$ cat src/rtl/eth_phy_10g_rx_hdr_lock_ml_pkg.sv
// Shared definitions for the 10G RX sync-header block-lock engine.
// Sync header codes, lane FSM states and a header classifier.
package eth_phy_10g_rx_hdr_lock_ml_pkg;

  localparam int HDR_W = 2;

  localparam logic [HDR_W-1:0] SYNC_DATA = 2'b01;
  localparam logic [HDR_W-1:0] SYNC_CTRL = 2'b10;

  typedef enum logic [1:0] {
    ST_HUNT   = 2'd0,
    ST_SLIP   = 2'd1,
    ST_LOCKED = 2'd2
  } lock_state_t;

  function automatic logic hdr_is_sync(
    input logic [HDR_W-1:0] h
  );
    return (h == SYNC_DATA) || (h == SYNC_CTRL);
  endfunction

endpackage

$ cat src/rtl/eth_phy_10g_rx_hdr_lock_lane.sv
// One lane of the 64b/66b block-lock engine: hunt/slip/locked FSM,
// window and bad-header counters, bitslip timer and header statistics.
module eth_phy_10g_rx_hdr_lock_lane
  import eth_phy_10g_rx_hdr_lock_ml_pkg::*;
#(
  parameter int LOCK_COUNT          = 64,
  parameter int WINDOW              = 1024,
  parameter int BAD_LIMIT           = 16,
  parameter int BITSLIP_HIGH_CYCLES = 1,
  parameter int BITSLIP_LOW_CYCLES  = 8
) (
  input  logic             rx_clk,
  input  logic             rx_rst_n,
  input  logic [HDR_W-1:0] hdr,
  input  logic             hdr_valid,
  input  logic             force_unlock,
  input  logic             clear_counters,
  output logic             bitslip,
  output logic             block_lock,
  output logic             lock_event,
  output logic [7:0]       bad_hdr_count
);

  localparam int SLIP_LEN = BITSLIP_HIGH_CYCLES + BITSLIP_LOW_CYCLES;
  localparam int CW = $clog2(LOCK_COUNT + 1);
  localparam int WW = $clog2(WINDOW + 1);
  localparam int BW = $clog2(BAD_LIMIT + 1);
  localparam int TW = $clog2(SLIP_LEN + 1);

  lock_state_t   state_q, state_n;
  logic [CW-1:0] cnt_q, cnt_n;
  logic [WW-1:0] win_q, win_n;
  logic [BW-1:0] bad_q, bad_n;
  logic [TW-1:0] tmr_q, tmr_n;
  logic          ev_q;
  logic [7:0]    stat_q;
  logic          hdr_good;
  logic          hdr_bad;

  assign hdr_good = hdr_valid && hdr_is_sync(hdr);
  assign hdr_bad  = hdr_valid && !hdr_is_sync(hdr);

  always_comb begin
    state_n = state_q;
    cnt_n   = cnt_q;
    win_n   = win_q;
    bad_n   = bad_q;
    tmr_n   = tmr_q;
    if (force_unlock) begin
      state_n = ST_HUNT;
      cnt_n   = '0;
      win_n   = '0;
      bad_n   = '0;
      tmr_n   = '0;
    end else begin
      unique case (state_q)
        ST_HUNT: begin
          if (hdr_bad) begin
            state_n = ST_SLIP;
            cnt_n   = '0;
            tmr_n   = '0;
          end else if (hdr_good) begin
            if (cnt_q == CW'(LOCK_COUNT - 1)) begin
              state_n = ST_LOCKED;
              cnt_n   = '0;
              win_n   = '0;
              bad_n   = '0;
            end else begin
              cnt_n = cnt_q + CW'(1);
            end
          end
        end
        ST_SLIP: begin
          if (tmr_q == TW'(SLIP_LEN - 1)) begin
            state_n = ST_HUNT;
            cnt_n   = '0;
            tmr_n   = '0;
          end else begin
            tmr_n = tmr_q + TW'(1);
          end
        end
        ST_LOCKED: begin
          // unlock takes precedence over a window rollover on the same beat
          if (hdr_bad && bad_q == BW'(BAD_LIMIT - 1)) begin
            state_n = ST_SLIP;
            tmr_n   = '0;
            win_n   = '0;
            bad_n   = '0;
          end else if (hdr_valid) begin
            if (win_q == WW'(WINDOW - 1)) begin
              win_n = '0;
              bad_n = '0;
            end else begin
              win_n = win_q + WW'(1);
              if (hdr_bad) bad_n = bad_q + BW'(1);
            end
          end
        end
        default: state_n = ST_HUNT;
      endcase
    end
  end

  always_ff @(posedge rx_clk or negedge rx_rst_n) begin
    if (!rx_rst_n) begin
      state_q <= ST_HUNT;
      cnt_q   <= '0;
      win_q   <= '0;
      bad_q   <= '0;
      tmr_q   <= '0;
      ev_q    <= 1'b0;
      stat_q  <= '0;
    end else begin
      state_q <= state_n;
      cnt_q   <= cnt_n;
      win_q   <= win_n;
      bad_q   <= bad_n;
      tmr_q   <= tmr_n;
      ev_q    <= (state_n == ST_LOCKED) ^ (state_q == ST_LOCKED);
      if (clear_counters) begin
        stat_q <= '0;
      end else if (hdr_bad && state_q != ST_SLIP && stat_q != 8'hFF) begin
        stat_q <= stat_q + 8'd1;
      end
    end
  end

  assign bitslip       = (state_q == ST_SLIP) &&
                         (tmr_q < TW'(BITSLIP_HIGH_CYCLES));
  assign block_lock    = (state_q == ST_LOCKED);
  assign lock_event    = ev_q;
  assign bad_hdr_count = stat_q;

endmodule

$ cat src/rtl/eth_phy_10g_rx_hdr_lock_ml.sv
// Multi-lane 64b/66b sync-header block-lock engine for the 10G RX path.
// Replicates the per-lane engine and packs the lane results onto the ports.
module eth_phy_10g_rx_hdr_lock_ml
  import eth_phy_10g_rx_hdr_lock_ml_pkg::*;
#(
  parameter int LANES               = 1,
  parameter int HDR_WIDTH           = 2,
  parameter int LOCK_COUNT          = 64,
  parameter int WINDOW              = 1024,
  parameter int BAD_LIMIT           = 16,
  parameter int BITSLIP_HIGH_CYCLES = 1,
  parameter int BITSLIP_LOW_CYCLES  = 8
) (
  input  logic                       rx_clk,
  input  logic                       rx_rst_n,
  input  logic [LANES*HDR_WIDTH-1:0] serdes_rx_hdr,
  input  logic [LANES-1:0]           serdes_rx_hdr_valid,
  input  logic                       cfg_force_unlock,
  input  logic                       cfg_clear_counters,
  output logic [LANES-1:0]           serdes_rx_bitslip,
  output logic [LANES-1:0]           rx_block_lock,
  output logic                       rx_all_lock,
  output logic [LANES-1:0]           rx_lock_event,
  output logic [LANES*8-1:0]         rx_bad_hdr_count
);

  for (genvar i = 0; i < LANES; i++) begin : g_lane
    eth_phy_10g_rx_hdr_lock_lane #(
      .LOCK_COUNT          (LOCK_COUNT),
      .WINDOW              (WINDOW),
      .BAD_LIMIT           (BAD_LIMIT),
      .BITSLIP_HIGH_CYCLES (BITSLIP_HIGH_CYCLES),
      .BITSLIP_LOW_CYCLES  (BITSLIP_LOW_CYCLES)
    ) u_lane (
      .rx_clk         (rx_clk),
      .rx_rst_n       (rx_rst_n),
      .hdr            (serdes_rx_hdr[i*HDR_WIDTH +: HDR_W]),
      .hdr_valid      (serdes_rx_hdr_valid[i]),
      .force_unlock   (cfg_force_unlock),
      .clear_counters (cfg_clear_counters),
      .bitslip        (serdes_rx_bitslip[i]),
      .block_lock     (rx_block_lock[i]),
      .lock_event     (rx_lock_event[i]),
      .bad_hdr_count  (rx_bad_hdr_count[i*8 +: 8])
    );
  end

  assign rx_all_lock = &rx_block_lock;

endmodule
$ cat config.mk
export PLATFORM = sky130hd
export DESIGN_NAME = eth_phy_10g_rx_hdr_lock_ml
export DESIGN_NICKNAME = d
export VERILOG_FILES = /design/src/rtl/eth_phy_10g_rx_hdr_lock_ml_pkg.sv /design/src/rtl/eth_phy_10g_rx_hdr_lock_lane.sv /design/src/rtl/eth_phy_10g_rx_hdr_lock_ml.sv
export SDC_FILE = /design/constraint.sdc
export NUM_CORES = 1
export LEC_CHECK = 0
export BUFFER_PORTS_ARGS = -buffer_cell sky130_fd_sc_hd__buf_2
export CAP_MARGIN = 40
export CORE_ASPECT_RATIO = 0.75
export CORE_UTILIZATION = 45
export CTS_CLUSTER_DIAMETER = 60
export DETAILED_ROUTE_END_ITERATION = 8
export HOLD_SLACK_MARGIN = 0.06
export PLACE_DENSITY = 0.76
export SLEW_MARGIN = 40
export SYNTH_ARGS = -nofsm -noshare
export SYNTH_HDL_FRONTEND = slang
export SYNTH_SLANG_ARGS = --single-unit
export TNS_END_PERCENT = 50
$ cat constraint.sdc
create_clock -name rx_clk -period 1.9 [get_ports rx_clk]
set_input_delay 0.095 -clock rx_clk [delete_from_list [all_inputs] [get_ports rx_clk]]
set_output_delay 0.095 -clock rx_clk [all_outputs]
set_load 0.005 [all_outputs]
# Word-level counts from Yosys, hierarchy flattened
# Cells that the tools add are included.
op_classes:
  muxes: 37
  n_reduce_logical: 17
  eq_ne: 20
  magnitude_cmp: 1
  add_sub_neg: 5
  bitwise: 1
op_table:
  columns: ["operator", "count"]
  rows:
  - ["2-to-1 mux 11 bit", 7]
  - ["2-to-1 mux 5 bit", 8]
  - ["2-to-1 mux 7 bit", 5]
  - ["one-hot mux 11 bit (2 select lines)", 1]
  - ["2-to-1 mux 4 bit", 4]
  - ["2-to-1 mux 8 bit", 2]
  - ["inequality test 3 x 2 -> 1 bit (second input constant)", 5]
  - ["one-hot mux 7 bit (2 select lines)", 1]
  - ["2-to-1 mux 2 bit", 6]
  - ["one-hot mux 4 bit (3 select lines)", 1]
  - ["adder 11 x 1 -> 11 bit (second input constant)", 1]
  - ["== test 11 x 10 -> 1 bit (second input constant)", 1]
  - ["one-hot mux 5 bit (2 select lines)", 1]
  - ["adder 8 x 1 -> 8 bit (second input constant)", 1]
  - ["inequality test 8 bit (second input constant)", 1]
  - ["adder 7 x 1 -> 7 bit (second input constant)", 1]
  - ["== test 7 x 6 -> 1 bit (second input constant)", 1]
  - ["== test 2 bit (second input constant)", 3]
  - ["logical AND 1 bit", 6]
  - ["one-hot mux 2 bit (3 select lines)", 1]
  - ["AND reduction 3 bit", 2]
  - ["AND reduction 6 bit", 1]
  - ["nonzero test 3 bit", 2]
  - ["adder 5 x 1 -> 5 bit (second input constant)", 1]
  - ["other kinds (17)", 18]
totals:
  in_bits: 7
  reg_bits: 38

# Depth between registers and ports, before layout
# Gate-level depths: netlist of run 1.
logic_depth:
  word_depth: 10
  mapped_depth: 8

# By module
# Synthesis of run 1 repeated with hierarchy kept, for this count alone.
unflattened:
  cells_unflattened: 241
  area_unflattened_um2: 2155.8
by_module_without_submodules:
  columns: ["mod", "area_each_um2", "cells_per_inst", "n_inst", "seq_area_each_um2"]
  rows:
  - ["eth_phy_10g_rx_hdr_lock_lane", 2148.3, 240, 1, 950.9]
  - ["eth_phy_10g_rx_hdr_lock_ml", 7.5, 1, 1, 0.0]

# Worst setup path after synthesis of run 1
# OpenSTA, ideal clock, no wires.
synth_path:
  path_kind: "flip-flop to flip-flop"
  startpoint: "reg g_lane[0].u_lane.bad_q[0]"
  endpoint: "reg g_lane[0].u_lane.win_q[0]"
  t_arrival_ns: 1.784
  t_required_ns: 1.834
  setup_ns: 0.066
  stages_incl_launch_ff: 9
  path_slack_ns: 0.050
  n_path_buf: 0
  synth_period_minus_slack_ns: 1.850
  path_cell_list: "dfrtp_1 -> ha_1 -> and3_1 -> ha_1 -> nand2_1 -> o211ai_2 -> a41o_1 -> nor2_4 -> mux2_2"
synth_between:
  elab_chain_cells: 5
synth_rtl:
  columns: ["item", "line", "text"]
  rows:
  - ["start, declared", "eth_phy_10g_rx_hdr_lock_lane.sv:33", "logic [BW-1:0] bad_q, bad_n;"]
  - ["start signal, assigned", "eth_phy_10g_rx_hdr_lock_lane.sv:117", "bad_q <= bad_n;"]
  - ["== test 5 x 4 -> 1 bit (*)", "eth_phy_10g_rx_hdr_lock_lane.sv:84", "if (hdr_bad && bad_q == BW'(BAD_LIMIT - 1)) begin"]
  - ["logical AND 1 bit (*)", "eth_phy_10g_rx_hdr_lock_lane.sv:84", null]
  - ["2-to-1 mux 11 bit", "eth_phy_10g_rx_hdr_lock_lane.sv:84", null]
  - ["one-hot mux 11 bit (2 select lines)", "eth_phy_10g_rx_hdr_lock_lane.sv:56", "unique case (state_q)"]
  - ["2-to-1 mux 11 bit", "eth_phy_10g_rx_hdr_lock_lane.sv:49", "if (force_unlock) begin"]
  - ["end signal, assigned", "eth_phy_10g_rx_hdr_lock_lane.sv:116", "win_q <= win_n;"]
  - ["end, declared", "eth_phy_10g_rx_hdr_lock_lane.sv:32", "logic [WW-1:0] win_q, win_n;"]
# Every way passes the cells marked *; elsewhere a longest branch is shown, timed or not.
# A chain may end at the register's enable or synchronous reset.

# Final worst setup path of run 1
layout_path:
  startpoint: "reg g_lane[0].u_lane.bad_q[1]"
  endpoint: "reg g_lane[0].u_lane.win_q[6]"
# The elaborated chain is that of the path after synthesis.

==> results of run 1 <==
[worst max path at each step]
stage,endpoint,cells after the start,slack (ps)
after floorplan,g_lane[0].u_lane.win_q[0],8,50
after global placement,g_lane[0].u_lane.win_q[0],8,-20
after detailed placement,g_lane[0].u_lane.win_q[7],8,-70
after CTS,g_lane[0].u_lane.bad_q[0],10,20
after global routing,g_lane[0].u_lane.bad_q[0],10,-50
final,g_lane[0].u_lane.win_q[6],8,30
[kinds of logic after synthesis]
| family | after synthesis |
|---|---|
| adders and majority gates | 7 |
| muxes | 1 |
| and+or+nand+nor | 92 |
| DFF | 38 |
| buffers and inverters | 18 |
| AOI/OAI and AO/OA | 59 |
| xor gates and xnor gates | 11 |
[synth_stat cells (2+ instances only)]
library cell | instances | area share [%]
a21oi_1 | 9 | 2.1
a22o_1 | 6 | 2.4
a32o_1 | 2 | 0.92
a41oi_1 | 2 | 0.81
and2_1 | 2 | 0.57
and3_1 | 5 | 1.4
buf_2 | 3 | 0.69
clkbuf_1 | 3 | 0.52
dfrtp_1 | 38 | 44
ha_1 | 7 | 4.0
inv_1 | 9 | 1.6
nand2_1 | 18 | 3.1
nand2b_1 | 2 | 0.57
nand3_1 | 8 | 1.8
nand3_2 | 2 | 0.92
nand4_1 | 3 | 0.86
nor2_1 | 26 | 4.5
nor2b_1 | 8 | 2.3
nor3_1 | 5 | 1.1
nor4_1 | 2 | 0.57
nor4b_1 | 2 | 0.81
o21a_1 | 2 | 0.69
o21ai_0 | 17 | 3.9
o2bb2ai_1 | 2 | 0.81
o31ai_1 | 3 | 1.0
or4_1 | 2 | 0.69
xnor2_1 | 8 | 3.2
xor2_1 | 3 | 1.2
[report_power, final]
| group | internal (mW) | switching (mW) | leakage (nW) |
|---|---|---|---|
| clock | 0.246 | 0.296 | 0.0438 |
| combinational | 0.0785 | 0.115 | 0.669 |
| sequential | 0.823 | 0.0138 | 0.526 |
[worst register-to-register path, delay by kind of cell (launching register included)]
family                   cells  cell delay, ps
AND/OR/NAND/NOR              4             810
adder cells (fa/ha/maj)      2             360
flip-flops                   1             410
AO/OA/AOI/OAI                1             100
buffers and inverters        1             150
[sequential cells by signal, summed over array words and instances (netlist names)]
name	count
g_lane.u_lane.lock_event	1
g_lane.u_lane.win_q	11
g_lane.u_lane.cnt_q	7
g_lane.u_lane.tmr_q	4
g_lane.u_lane.bad_hdr_count	8
g_lane.u_lane.bad_q	5
g_lane.u_lane.state_q	2
[final cells by class]
class | instances | area (µm²)
Fill cell | 390 | 1861
Tap cell | 57 | 71.32
Inverter | 9 | 33.78
Multi-Input combinational cell | 170 | 1237
Sequential cell | 38 | 952.2
Clock inverter | 2 | 10.01
Timing Repair Buffer | 45 | 311.5
Clock buffer | 5 | 68.82
[timing repair]
item                                   in CTS  in global routing
setup buffers                               3                  5
resized for setup                           8                 19
setup endpoints to repair                  10                 24
endpoints found under the hold margin      44                  0
hold buffers                                2                  0
pin swaps                                   3                 10
[layer usage]
layer,GRT usage [%],part of all wire (%)
met5,0,0
met4,8.333,2.5
met3,4.118,3.1
met2,29.24,43
met1,28.76,51
[through the flow]
step	hold WS [ps]	TNS [ps]
final	137.2	0
after global routing	164.0	-167.4
after CTS	118.5	0
after detailed placement	97.92	-407.9
after global placement	259.0	-17.88
after floorplan	-200.6	0
==> run summary, run 1 <==
In this run the critical register-to-register path is captured at g_lane[0].u_lane.win_q[6]. Entering global routing, the biggest net connects 39 pins. The detailed router finished its first iteration with 171 violations. Number of max-slew violations in the final report: 0.

The flow ran to the end, and the final reports show no timing, DRC or antenna violations. The worst hold path terminates at g_lane[0].u_lane.state_q[0]. The count of nets left with antenna violations once routing finished came out at 0. The startpoint identified for the worst register-to-register timing path is g_lane[0].u_lane.bad_q[1]. Synthesis inferred 38 register bits.

The power per cell area was 585.5 mW/mm². The die covers 0.005120 mm². Summing the areas of all compound-gate instances in the mapped netlist gives 20.53% of the synthesized area. The wire length of the first global-routing pass came out at 7838 µm.

For this design the static power due to leakage is 1.240 nW. The post-synthesis to final-layout area growth works out to 23.40%. The port buffer count was 18; the reg-to-reg setup timing slack was 30 ps.

The setup path with the least slack is of type reg -> reg. The logs give 28.54 ps for the smallest setup slack after layout and 0 for the sum of overflow across all layers after global routing. The cell count after synthesis came out at 226.

The number of different library cells used by synthesis comes to 55. The logs give 21 for the total number of placement rows and 0 for the count of maximum capacitance violations. The logs give 20.12% for the overall track demand over capacity in global routing and 19 for the top-level port count. In this run the horizontal extent of the chip is 82.29 µm.

The number of antenna violations at the first check in global routing was 0; the maximum clock skew at final layout was 7.693 ps. The worst endpoint data arrival time is 2120 ps. The final setup violation count is 0.

The part of the cycle the worst path needs is 98.50%. The clock passes through at most 2 buffers. After synthesis, the largest family of logic cells by area is simple AND/OR/NAND/NOR gates. Counting cells, the worst reg-to-reg path comes to 8. For the final count of hold timing violations, the log shows 0.

The cell total after placement was 309. Yosys printed 0 warnings. Dividing the detail-routed wire length by the instance count gives 14.49 µm. The transition time of the tightest slew-check pin was 568.3 ps. Setup repair after global routing could not meet its margin everywhere. The most critical setup path has its startpoint at g_lane[0].u_lane.bad_q[1].

For this block, the routed nets add up to 4725 µm of wire. The final weighted congestion of routability-driven global placement is 0.8004, and the number of enable flip-flop cells after synthesis is 0. The maximum fanout encountered on the critical timing path is 3, and the synthesized-area fraction occupied by xor and xnor cells is 4.428%. The net count of the mapped netlist was 240; the peak supply drop was 0.3481 mV. CTS saw 38 sinks. The HPWL after detailed placement is 3182 µm. The initial utilization of the core area, before any placement, comes to 47.87%. Leaving out filler cells and counting taps, the final layout contains 326.

STA classifies the critical path endpoint as a flop. Slowest cell on the critical path: or4_4. The clock period could shrink to 1871 ps.

The mux cell area share after synthesis came out at 0.5175%. The worst setup path is launched from a flop. The detail-routed via count per cell is 5.558, and the number of buffers added by the clock tree synthesis step is 5. Clock-pin slew was measured on the worst setup and hold paths at 80 ps.

The top flip-flop cell by instance count after synthesis is dfrtp_1. The maximum level of the CTS H-tree came out at 2. Cells fill 59.07% of the core in the end. The signal on the critical path passes through ha_2, and3_4, ha_4, nand2_4, o211ai_4, buf_6, or4_4, nand2_1. For this run, the slowest stage of the critical path takes 500 ps. From bottom edge to top edge, the die measures 62.22 µm. The net count of the finished layout is 283. On the critical path the largest part of the delay comes from simple AND/OR/NAND/NOR gates.

The clock root buffer master is clkbuf_8. The count of buffer and inverter cells on the critical path is 1. 0 antenna diodes ended up in the layout. The insertion delay to the later sink of the worst-skew pair is 300 ps, and the core region area is 0.004546 mm². The logs give 1684 for the via count of the first global-routing pass and 0.002419 mm² for the post-detailed-placement cell area. TritonCTS built the clock tree. The maximum clock frequency is 534.3 MHz.

The worst hold path begins at cfg_force_unlock. The mapped netlist covers 0.002176 mm². The first detailed-routing pass ran for 4 iterations. Leaving out fill and tap cells, the most frequent cells in the layout are 37 x dfrtp_1, 25 x nor2_1, 23 x buf_4.

At the placement stage, the worst setup path has a slack of -74.22 ps. The run gives 43.70% as the sequential area share after synthesis. The tools report the post-layout instance area as 0.002685 mm². The post-route netlist has 30.11% of its cells at a drive strength greater than 1.

Summing the areas of all and, or, nand and nor instances in the mapped netlist gives 23.00% of the synthesized area. After synthesis, the share of flip-flops with an asynchronous set or reset is 100.0%. The worst hold path passes through 2 cells. The tools report the number of vias in the routed layout as 1812.

Worst min-delay path category: in -> reg. The design draws 1.572 mW. The area share of fa/ha/maj cells after synthesis works out to 4.025%.

The tools report the final routed DRC violation total as 0. The library cell used most frequently in the layout, excluding fill and tap cells, is dfrtp_1. Data on the critical path is required at its endpoint by 2150 ps.

The average cell area after synthesis was 9.628 µm². The worst pin sits at a relative slew slack of 61.84%.
Power figures use the tool's default switching activity.
==> inputs of run 2 (changes only) <==
--- a/config.mk
+++ b/config.mk
@@ -6,5 +6,4 @@
 export NUM_CORES = 1
 export LEC_CHECK = 0
-export BUFFER_PORTS_ARGS = -buffer_cell sky130_fd_sc_hd__buf_2
 export CAP_MARGIN = 40
 export CORE_ASPECT_RATIO = 0.75
@@ -12,6 +11,7 @@
 export CTS_CLUSTER_DIAMETER = 60
 export DETAILED_ROUTE_END_ITERATION = 8
+export DONT_BUFFER_PORTS = 1
 export HOLD_SLACK_MARGIN = 0.06
-export PLACE_DENSITY = 0.76
+export PLACE_DENSITY = 0.73
 export SLEW_MARGIN = 40
 export SYNTH_ARGS = -nofsm -noshare
==> constraint.sdc (replaced) <==
create_clock -name rx_clk -period 1.9 [get_ports rx_clk]
set_input_delay 0.095 -clock rx_clk [delete_from_list [all_inputs] [get_ports rx_clk]]
set_output_delay 0.095 -clock rx_clk [all_outputs]
set_load 0.1 [all_outputs]
==> run summary, run 2 (synthesized netlist as in run 1, its figures left out) <==
Final worst hold slack: 72.93 ps. The setup TNS was 0 ps. The number of vias in the routed layout was 1753. Clock root buffer master: clkbuf_8.

Cells fill 58.66% of the core in the end. After detailed routing, the number of vias per cell comes to 5.601. The run gives 0 as the number of antenna violations at the first check in global routing.

In this run the power density over the cells is 661.4 mW/mm². For the total power, the log shows 1.763 mW. Setup slack closes at 23.63 ps. The clock period could shrink to 1876 ps.

Number of flip-flops under the largest register name: 11. The top cell types in the final layout, fill and taps aside, are 36 x dfrtp_1, 25 x nor2_1, 25 x buf_4. The port buffer count was 0. For the worst setup path, the data required time is 2150 ps. The run gives 0.002666 mm² as the post-layout instance area. The final routed DRC violation total was 0.

On the final layout, the worst clock skew is 8.848 ps. The final setup violation count came out at 0. The maximum fanout encountered on the critical timing path was 8. After detailed routing, the average wire length per cell comes to 14.94 µm. The reg-to-reg setup timing slack was 20 ps. Setup repair after global routing could not meet its margin everywhere. Entering global routing, the biggest net connects 39 pins. The sequential cells in the finished layout cover a total of 953.4 µm². The die covers 0.005120 mm². Measured along the y axis, the die boundary spans 62.22 µm. Registers are responsible for 47.5% of the overall power. Global routing used 19.74% of the available tracks across all layers. The run gives 21 as the total number of placement rows. The first global-routing pass estimated 7645 µm of wire. The most frequent standard cell in the layout excluding fill and tap cells was dfrtp_1. The analysis attributes to cell leakage a power of 1.164 nW. For this run, the top clock speed supported by timing is 532.9 MHz.

The signal on the critical path passes through ha_2, and3_4, ha_4, nand2_4, o211ai_4, a41o_4, nor2_4, mux2_4. In this run, CTS created clock tree buffers numbering 5. Core region area: 0.004546 mm². The number of max-slew violations in the final report is 0, and the biggest cell delay along the critical path is 390 ps. In this run switching power makes up 26.78% of total power. The wire-length estimate of the detail-placed layout is 3129 µm. The tools report the peak supply drop as 0.3714 mV.

The fraction of power consumed by the clock network is 39.6%. TritonCTS built the clock tree. Counting tap cells, the placed design contains a total of 296 instances.

The post-placement setup slack is -9.098 ps. The worst endpoint data arrival time is 2120 ps. Category of the critical setup timing path: reg -> reg. The horizontal die dimension came out at 82.29 µm. In this run, the combinational gates consume 12.9% of the power. Summed over all layers, the global routing overflow is 0. The placed instances occupy a cell area of 0.002396 mm².

For this run, the number of standard cells in the final layout without fillers is 313. The internal power of the cells totals 1.291 mW. The run gives 1605 as the via count of the first global-routing pass. The tools report the power spent charging and discharging nets as 0.4723 mW. Pin placement for this block handled 19 I/O pins. The final count of hold timing violations is 0, and the final-stage net count is 269.

The worst setup path is captured at a flop. Part of the cycle the worst path needs: 98.76%. After detailed routing, the total wire length is 4677 µm. The worst hold path belongs to the class in -> reg. At the pin with the least slew margin, the transition time is 534.0 ps. In this run the tightest slew margin relative to its limit is 64.14%. Count of maximum capacitance violations: 0. The share of layout cells above drive strength 1 is 25.00%. In this run the number of H-tree levels came out at 2. The run gives 0 as the remaining antenna violation count. The run gives 2 as the maximum number of buffers from clock root to sink. The register name with the most flops was g_lane.u_lane.win_q. Counting every sink on the clock net gives 38. The flow ran to the end, and the final reports show no timing, DRC or antenna violations. Iteration-0 DRC count of the detailed router: 127. The iteration count of the initial detailed-routing pass came out at 4.

The number of antenna diodes in the final layout is 0. For the worst-skew pair, the clock arrives at the later sink with an insertion delay of 300 ps. Fill cells in the final layout number 386.

In the final layout, the multi-input gates occupy 0.001236 mm². After clock tree synthesis, the clock-pin slew on the worst setup and hold paths is 80 ps. At the end of routability-driven placement, the weighted congestion stood at 0.7755. The starting density of the core was 47.87%.

The slowest cell on the critical path was dfrtp_1. From synthesis to final layout, the design area changed by 22.54%. The worst setup path is launched from a flop.
run 2: changes by cell type in the layout (fill, tap and decap cells not counted), sizes merged:
cell | previous run | this run
buf | 43 | 26
dlygate4sd3 | 2 | 5
clkinv | 2 | 0
clkinvlp | 0 | 2
bufinv | 0 | 1
run 2: cell type report:
cell class / instances / area share, %
well taps: 57 / 2.675
inverters: 9 / 1.267
clock inverters: 3 / 1.689
repair buffers: 31 / 9.667
flip-flops and latches: 38 / 35.76
clock buffers: 5 / 2.581
multi-input cells: 170 / 46.36
run 2: worst max-delay path: cells and delay by family (launching register included):
kind,cells,cell delay (ps)
AO/OA/AOI/OAI,2,400
adder cells (fa/ha/maj),2,350
flip-flops,1,390
multiplexers,1,190
AND/OR/NAND/NOR,3,490
run 2: power groups by stage:
stage               combinational [mW]  sequential, mW  clock, mW
floorplan                        0.130           0.875          0
global placement                 0.183           0.852          0
detailed placement               0.186           0.853          0
CTS                              0.223           0.837      0.708
global route                     0.251           0.840      0.745
finish                           0.227           0.837      0.699
run 2: path summary, 6_finish.rpt:
path | start | to | cells past startpoint
worst max-delay path | g_lane[0].u_lane.bad_q[1] | g_lane[0].u_lane.win_q[0] | 8
worst min-delay path | cfg_force_unlock | g_lane[0].u_lane.cnt_q[6] | 2
worst max register to register | g_lane[0].u_lane.bad_q[1] | g_lane[0].u_lane.win_q[0] | 8
worst min register to register | g_lane[0].u_lane.win_q[10] | g_lane[0].u_lane.win_q[10] | 1
max in group asynchronous | rx_rst_n | g_lane[0].u_lane.cnt_q[6] | 2
min in group asynchronous | rx_rst_n | g_lane[0].u_lane.tmr_q[3] | 2
run 2: routing by layer:
| metal | routed length [µm] | up-vias | track usage [%] |
|---|---|---|---|
| met3 | 161 | 4 | 6.471 |
| met2 | 2095 | 24 | 28.41 |
| met5 | 0 | - | 0 |
| li1 | - | 868 | - |
| met1 | 2380 | 857 | 27.90 |
| met4 | 40 | 0 | 5.921 |
run 2: timing repair:
item | CTS | global route
hold endpoints to repair | 51 | 0
hold buffers | 6 | 0
pin swaps | 1 | 10
gates resized for setup | 0 | 13
cloned | 0 | 0
setup endpoints to repair | 2 | 23
setup buffers | 0 | 3
